<file path="src/rtl/bcd_to_bin_seq.sv">
// ============================================================================
// Module  : bcd_to_bin_seq
// Brief   : Sequential BCD-to-binary converter (Horner, one digit per clock)
//           with valid/ready handshakes, overflow and invalid-digit flags.
//           Optional macro BCD_DIGIT_CHECK_EN enables digit (>9) checking.
// Revision: 1.0 - initial release
// ============================================================================
`default_nettype none

module bcd_to_bin_seq #(
  parameter  int DIGITS = 5,
  parameter  int BIN_W  = 32,
  localparam int CNT_W  = $clog2(DIGITS) + 1
) (
  input  logic                CLK,
  input  logic                RESET,
  input  logic [4*DIGITS-1:0] BCD,
  input  logic                IN_VALID,
  output logic                IN_READY,
  output logic [BIN_W-1:0]    BIN,
  output logic                OUT_VALID,
  input  logic                OUT_READY,
  output logic                OVF,
  output logic                ERR
);

  typedef enum logic [1:0] {
    S_IDLE = 2'd0,
    S_CONV = 2'd1,
    S_DONE = 2'd2
  } state_t;

  state_t              r_state;
  state_t              w_state_nxt;
  logic [4*DIGITS-1:0] r_sreg;
  logic [BIN_W-1:0]    r_acc;
  logic [CNT_W-1:0]    r_cnt;
  logic                r_ovf;
  logic [BIN_W-1:0]    r_bin;
  logic                r_ovf_out;

  logic [3:0]          w_digit;
  logic [BIN_W+3:0]    w_acc_ext;
  logic [BIN_W+3:0]    w_mac;
  logic                w_mac_ovf;
  logic                w_last;
  logic                w_err_all;
  logic [BIN_W-1:0]    w_bin_fin;
  logic                w_ovf_fin;

  // acc*10 + digit evaluated 4 bits wide of the result so truncation is visible
  assign w_digit   = r_sreg[4*DIGITS-1 -: 4];
  assign w_acc_ext = {4'b0000, r_acc};
  assign w_mac     = (w_acc_ext << 3) + (w_acc_ext << 1) + {{BIN_W{1'b0}}, w_digit};
  assign w_mac_ovf = |w_mac[BIN_W+3:BIN_W];
  assign w_last    = (r_state == S_CONV) && (r_cnt == '0);

  assign w_bin_fin = w_err_all ? '0 : w_mac[BIN_W-1:0];
  assign w_ovf_fin = !w_err_all && (r_ovf || w_mac_ovf);

  always_ff @(posedge CLK) begin
    if (RESET) r_state <= S_IDLE;
    else       r_state <= w_state_nxt;
  end

  always_comb begin
    w_state_nxt = r_state;
    IN_READY    = 1'b0;
    OUT_VALID   = 1'b0;
    case (r_state)
      S_IDLE: begin
        IN_READY = !RESET;
        if (IN_VALID) w_state_nxt = S_CONV;
      end
      S_CONV: begin
        if (r_cnt == '0) w_state_nxt = S_DONE;
      end
      S_DONE: begin
        OUT_VALID = 1'b1;
        if (OUT_READY) w_state_nxt = S_IDLE;
      end
      default: w_state_nxt = S_IDLE;
    endcase
  end

  always_ff @(posedge CLK) begin
    if (RESET) begin
      r_sreg    <= '0;
      r_acc     <= '0;
      r_cnt     <= '0;
      r_ovf     <= 1'b0;
      r_bin     <= '0;
      r_ovf_out <= 1'b0;
    end else begin
      if (r_state == S_IDLE && IN_VALID) begin
        r_sreg <= BCD;
        r_acc  <= '0;
        r_cnt  <= CNT_W'(DIGITS - 1);
        r_ovf  <= 1'b0;
      end else if (r_state == S_CONV) begin
        r_sreg <= r_sreg << 4;
        r_acc  <= w_mac[BIN_W-1:0];
        r_cnt  <= r_cnt - 1'b1;
        r_ovf  <= r_ovf | w_mac_ovf;
      end
      if (w_last) begin
        r_bin     <= w_bin_fin;
        r_ovf_out <= w_ovf_fin;
      end
    end
  end

`ifdef BCD_DIGIT_CHECK_EN
  logic r_err;
  logic r_err_out;

  assign w_err_all = r_err || (w_digit > 4'd9);

  always_ff @(posedge CLK) begin
    if (RESET) begin
      r_err     <= 1'b0;
      r_err_out <= 1'b0;
    end else begin
      if (r_state == S_IDLE && IN_VALID) r_err <= 1'b0;
      else if (r_state == S_CONV)        r_err <= w_err_all;
      if (w_last) r_err_out <= w_err_all;
    end
  end

  assign ERR = r_err_out;
`else
  assign w_err_all = 1'b0;
  assign ERR       = 1'b0;
`endif

  assign BIN = r_bin;
  assign OVF = r_ovf_out;

endmodule

`default_nettype wire

</file>
<file path="config.mk">
export PLATFORM = sky130hd
export DESIGN_NAME = bcd_to_bin_seq
export DESIGN_NICKNAME = d
export VERILOG_FILES = /design/src/rtl/bcd_to_bin_seq.sv
export SDC_FILE = /design/constraint.sdc
export NUM_CORES = 1
export LEC_CHECK = 0
export ABC_CLOCK_PERIOD_IN_PS = 3400
export CORE_UTILIZATION = 57
export DETAILED_ROUTE_END_ITERATION = 10
export PLACE_DENSITY = 0.92
export SYNTH_ARGS = -nofsm -noshare
export SYNTH_HDL_FRONTEND = slang
export SYNTH_SLANG_ARGS = --single-unit
</file>
<file path="constraint.sdc">
create_clock -name CLK -period 3.4 [get_ports CLK]
set_input_delay 0.68 -clock CLK [delete_from_list [all_inputs] [get_ports CLK]]
set_output_delay 0.68 -clock CLK [all_outputs]
set_load 0.02 [all_outputs]
</file>
After elaboration in Yosys (flattened, before gate mapping)

Index checks and enable logic that the tools add are counted.
W data, S select, Z words.

Flip-flop bits (word level): 92
Bits of input ports: 24
Output and inout bits: 36
Word-level logic and storage cells: 37

Add/sub/neg operators: 3
Equal/unequal tests: 5
Mux-type cells: 10
Bitwise operators: 1
Reduce and logical (&&, ||, !) cells: 10

Operators by type and width:

| operator              | count |
|---|---|
| $mux W20              | 2 |
| $add A35 B33 Y36      | 1 |
| $add A36 B4 Y36       | 1 |
| $mux W2               | 3 |
| $mux W3               | 2 |
| $ne A2 B2 Y1 const B  | 3 |
| $pmux W2 S3           | 1 |
| $logic_not A4 Y1      | 1 |
| $reduce_or A4 Y1      | 1 |
| $sub A4 B1 Y4 const B | 1 |
| $reduce_and A3 Y1     | 1 |
| $eq A2 B1 Y1 const B  | 1 |
| $eq A2 B2 Y1 const B  | 1 |
| $logic_and A1 B1 Y1   | 2 |
| $logic_not A2 Y1      | 1 |
| $mux W1               | 2 |
| $reduce_bool A2 Y1    | 1 |
| $reduce_or A2 Y1      | 1 |
| $logic_not A1 Y1      | 1 |
| $logic_or A1 B1 Y1    | 1 |
| $or A1 B1 Y1          | 1 |

Logic depth before layout (Yosys ltp)

Gate-level depths: netlist of run 1.

Depth after elaboration: 4
Depth in mapped cells: 12

Least setup slack after synthesis of run 1

OpenSTA, ideal clock, no wires.

Path type: reg-to-reg
Start: reg r_acc[0]
End: reg r_acc[30]
Setup time: 0.062 ns
Arrival time: 2.834 ns
Data required time: 3.338 ns
Setup slack: 0.504 ns
Cell stages (with the launch flop): 12
Path through: dfxtp_1 -> inv_1 -> fa_1 -> fa_1 -> nand2b_1 -> a21o_1 -> a31oi_2 -> o21ai_1 -> o21ai_1 -> a31oi_2 -> or4_1 -> nand3_1

Word-level cells in the longest chain between the ends: 2

Ends and longest elaborated chain:

| item                   | RTL line | RTL |
|---|---|---|
| start, declared        | 36       | `logic [BIN_W-1:0] r_acc;` |
| start signal, assigned | 102      | `r_acc <= w_mac[BIN_W-1:0];` |
| $add A35 B33 Y36       | 54       | `assign w_mac = (w_acc_ext << 3) + (w_acc_ext << 1) + {{BIN_W{1'b0}}, w_digit};` |
| $add A36 B4 Y36        | 54       |  |

Every way passes these cells.
A chain may end at the register's enable or synchronous reset.

Final worst setup path of run 1

Ends and elaborated chain as after synthesis.

==> results of run 1 <==
[per-stage QoR]
stage,cells,utilization,area (sq um),worst slack (ps)
detailed placement,874,0.648,6310,173
global route,890,0.670,6520,11.1
global placement,874,0.648,6310,345
finish,890,0.670,6520,149
CTS,890,0.669,6510,130
floorplan,711,-,5680,504
[power by group through the flow]
stage / Clock [uW] / Sequential, uW / Combinational [uW]
finish: 763 / 1180 / 505
global placement: 0 / 1200 / 478
detailed placement: 0 / 1200 / 497
floorplan: 0 / 1210 / 320
global route: 814 / 1190 / 555
CTS: 768 / 1180 / 500
[final timing paths]
path,to
hold / removal,BIN[21]
setup / recovery,r_acc[30]
setup reg to reg,r_acc[30]
hold reg to reg,BIN[21]
[layer usage]
| metal | vias to the layer above | global-route usage |
|---|---|---|
| met3 | 44 | 0.0568 |
| met1 | 2522 | 0.365 |
| met2 | 230 | 0.534 |
| li1 | 2601 | - |
| met5 | - | 0 |
| met4 | 0 | 0.129 |
[tightest hold or removal path, cell delays in order, from the launching register on]
cell     delay (ps)
dfxtp_1         330
nand2_1          50
a21oi_1          50
[layout make-up]
| type | instances | area (sq um) |
|---|---|---|
| Clock buffer | 9 | 124 |
| Clock inverter | 7 | 81.3 |
| Fill cell | 792 | 3210 |
| Inverter | 20 | 75.1 |
| Multi-Input combinational cell | 561 | 3580 |
| Sequential cell | 92 | 1840 |
| Tap cell | 133 | 166 |
| Timing Repair Buffer | 68 | 651 |
[cell usage in the layout (no fill, tap or decap), drive strengths merged, types with 12 or more instances in the layout]
| cell type | instances |
|---|---|
| nand2 | 137 |
| a21oi | 105 |
| dfxtp | 92 |
| ha | 65 |
| clkdlybuf4s50 | 57 |
| nor2 | 35 |
| o21ai | 33 |
| inv | 23 |
| xnor2 | 16 |
| a22oi | 16 |
| nand3 | 16 |
| a211oi | 13 |
| xor2 | 12 |
| a21o | 12 |
[kinds of logic (layout without fill, tap and decap cells)]
group / count (synthesis) / in the layout / synth area share
buf+inv: 58 / 104 / 0.0482
compound gates: 224 / 224 / 0.242
simple gates: 240 / 240 / 0.190
fa+ha+maj: 67 / 67 / 0.150
other cells: 1 / 1 / 0.000660
flops: 92 / 92 / 0.324
xor+xnor: 28 / 28 / 0.0432
mux: 1 / 1 / 0.00176
[registers in the layout, indices dropped and copies added, names as in the netlist]
register	cells
r_ovf	1
r_sreg	20
r_acc	32
OVF	1
r_state	2
BIN	32
r_cnt	4
[repair_timing]
item                                    in CTS  in global routing
endpoints found under the setup margin       0                  1
resized for setup                            0                  1
hold buffers                                 0                  0
==> flow_metrics.env, run 1 <==
export IMPL_status="complete, no violations"
export IMPL_yosys_area_top_type="dfxtp_1"
export IMPL_drc=0
export IMPL_switchingPower_uw=835
export IMPL_met2_length_um=7400
export IMPL_routed_wl_um=14900
export IMPL_p_leak_uw=0.00275
export IMPL_cts_buffers=9
export IMPL_maxCapViolations=0
export IMPL_yosysMostFrequentCell="nand2_1"
export IMPL_wl_met1_um=6010
export IMPL_io_buffers=58
export IMPL_report_final_slew_viol_count=0
export IMPL_grt_max_degree=58
export IMPL_io_pins=60
export IMPL_worst_hold_slack_ps=465
export IMPL_top_layer_used="met4"
export IMPL_fin_crit_sh=0.956
export IMPL_root_buffer="clkbuf_8"
export IMPL_start_util=0.584
export IMPL_cts_num_sinks=92
export IMPL_fmax_mhz=308
export IMPL_drt_iter0_drc=479
export IMPL_num_rows=36
export IMPL_crit_type="flop to flop"
export IMPL_antenna_found_initial=0
export IMPL_met3_length_um=1000
export IMPL_vdd_drop_max_mv=0.309
export IMPL_cp_slowest_cell="fa_1"
export IMPL_intPower_uw=1610
export IMPL_h_tree_depth=3
export IMPL_dr_pass1_iters=5
export IMPL_setup_tns_ps=0
export IMPL_p_seq_frac=0.482
export IMPL_hpwlAfterDp_um=10700
export IMPL_max_stage_delay_ps=510
export IMPL_synth_edf_count=0
export IMPL_cp_depth=11
export IMPL_worst_clock_skew_ps=5.94
export IMPL_layout_drive_gt1_share=0.0581
export IMPL_postSynthAreaPerCell_sq_um=7.99
export IMPL_clkTransAtPathRegs_ps=110
export IMPL_overflow=0
export IMPL_worst_pin_slew_ps=705
export IMPL_async_flop_share=0
export IMPL_p_comb_frac=0.206
export IMPL_clkPwrFrac=0.312
export IMPL_finalPower_uw=2450
export IMPL_cp_arrival_ps=3570
export IMPL_die_y_um=102
export IMPL_fin_nets=843
export IMPL_synth_top_cell_area_share=0.324
export IMPL_cts_tree="done"
export IMPL_reg2reg_depth=11
export IMPL_cpLargestDelayFamily="compound AO/OA/AOI/OAI gates"
export IMPL_cp_required_ps=3720
export IMPL_path_buf_inv=1
export IMPL_place_gp_congestion=0.973
export IMPL_rsz0062_at_grt="no"
export IMPL_clk_insertion_delay_late_ps=370
export IMPL_via_per_inst=6.06
export IMPL_synthFlopType="dfxtp_1"
export IMPL_start_kind="flop"
export IMPL_critPathLaunch="r_acc[0]"
export IMPL_worstSetupEndpointType="flop"
export IMPL_swShare=0.341
export IMPL_synth_area_sq_um=5680
export IMPL_die_x_um=102
export IMPL_slew_headroom=0.530
export IMPL_die_area_sq_um=10400
export IMPL_grt_pass1_vias=5267
export IMPL_whs_path_depth=2
export IMPL_diodes=0
export IMPL_core_area_sq_um=9730
export IMPL_cts_max_path_buffers=2
export IMPL_syn_inst=711
export IMPL_area_delta_synth_final_pct=14.7
export IMPL_synth_common_cells="135 x nand2_1, 105 x a21oi_1, 92 x dfxtp_1"
export IMPL_ys_warn_count=0
export IMPL_ant_nets=0
export IMPL_netlist_cell_type_count=62
export IMPL_cts_setup_buffers=0
export IMPL_grt_pass1_wl_um=24900
export IMPL_regToRegSetupSlack_ps=150
export IMPL_layout_min_cycle_time_ps=3250
export IMPL_ys_seq_elements=92
export IMPL_syn_num_nets=802
export IMPL_ys_seq_area_frac=0.324
export IMPL_grtUsageTotal=0.304
export IMPL_synthTopCellsByArea="dfxtp_1 32%, ha_1 14%, a21oi_1 9.2%, nand2_1 8.9%, o21ai_0 2.5%"
export IMPL_hold_violations=0
export IMPL_num_vias=5397
export IMPL_hp_class="flop to flop"
export IMPL_cp_max_fo=5
export IMPL_rr_startpoint="r_acc[0]"
export IMPL_power_density_nw_per_um2=376
export IMPL_path_cells="inv_1, fa_1, fa_1, nand2b_1, a21o_1, a31oi_2, o21ai_1, o21ai_2, a31oi_2, or4_1, nand3_1"
export IMPL_hold_start="BIN[21]"
export IMPL_finalSetupViolCount=0
export IMPL_wl_per_cell_um=16.7
(Power assumes the default switching activity.)
==> inputs of run 2 (changes only) <==
--- a/config.mk
+++ b/config.mk
@@ -9,6 +9,7 @@
 export CORE_UTILIZATION = 57
 export DETAILED_ROUTE_END_ITERATION = 10
 export PLACE_DENSITY = 0.92
+export SLEW_MARGIN = 5
 export SYNTH_ARGS = -nofsm -noshare
 export SYNTH_HDL_FRONTEND = slang
 export SYNTH_SLANG_ARGS = --single-unit
==> results of run 2 <==
No change in the layout: final DEF, timing and power equal those of run 1.
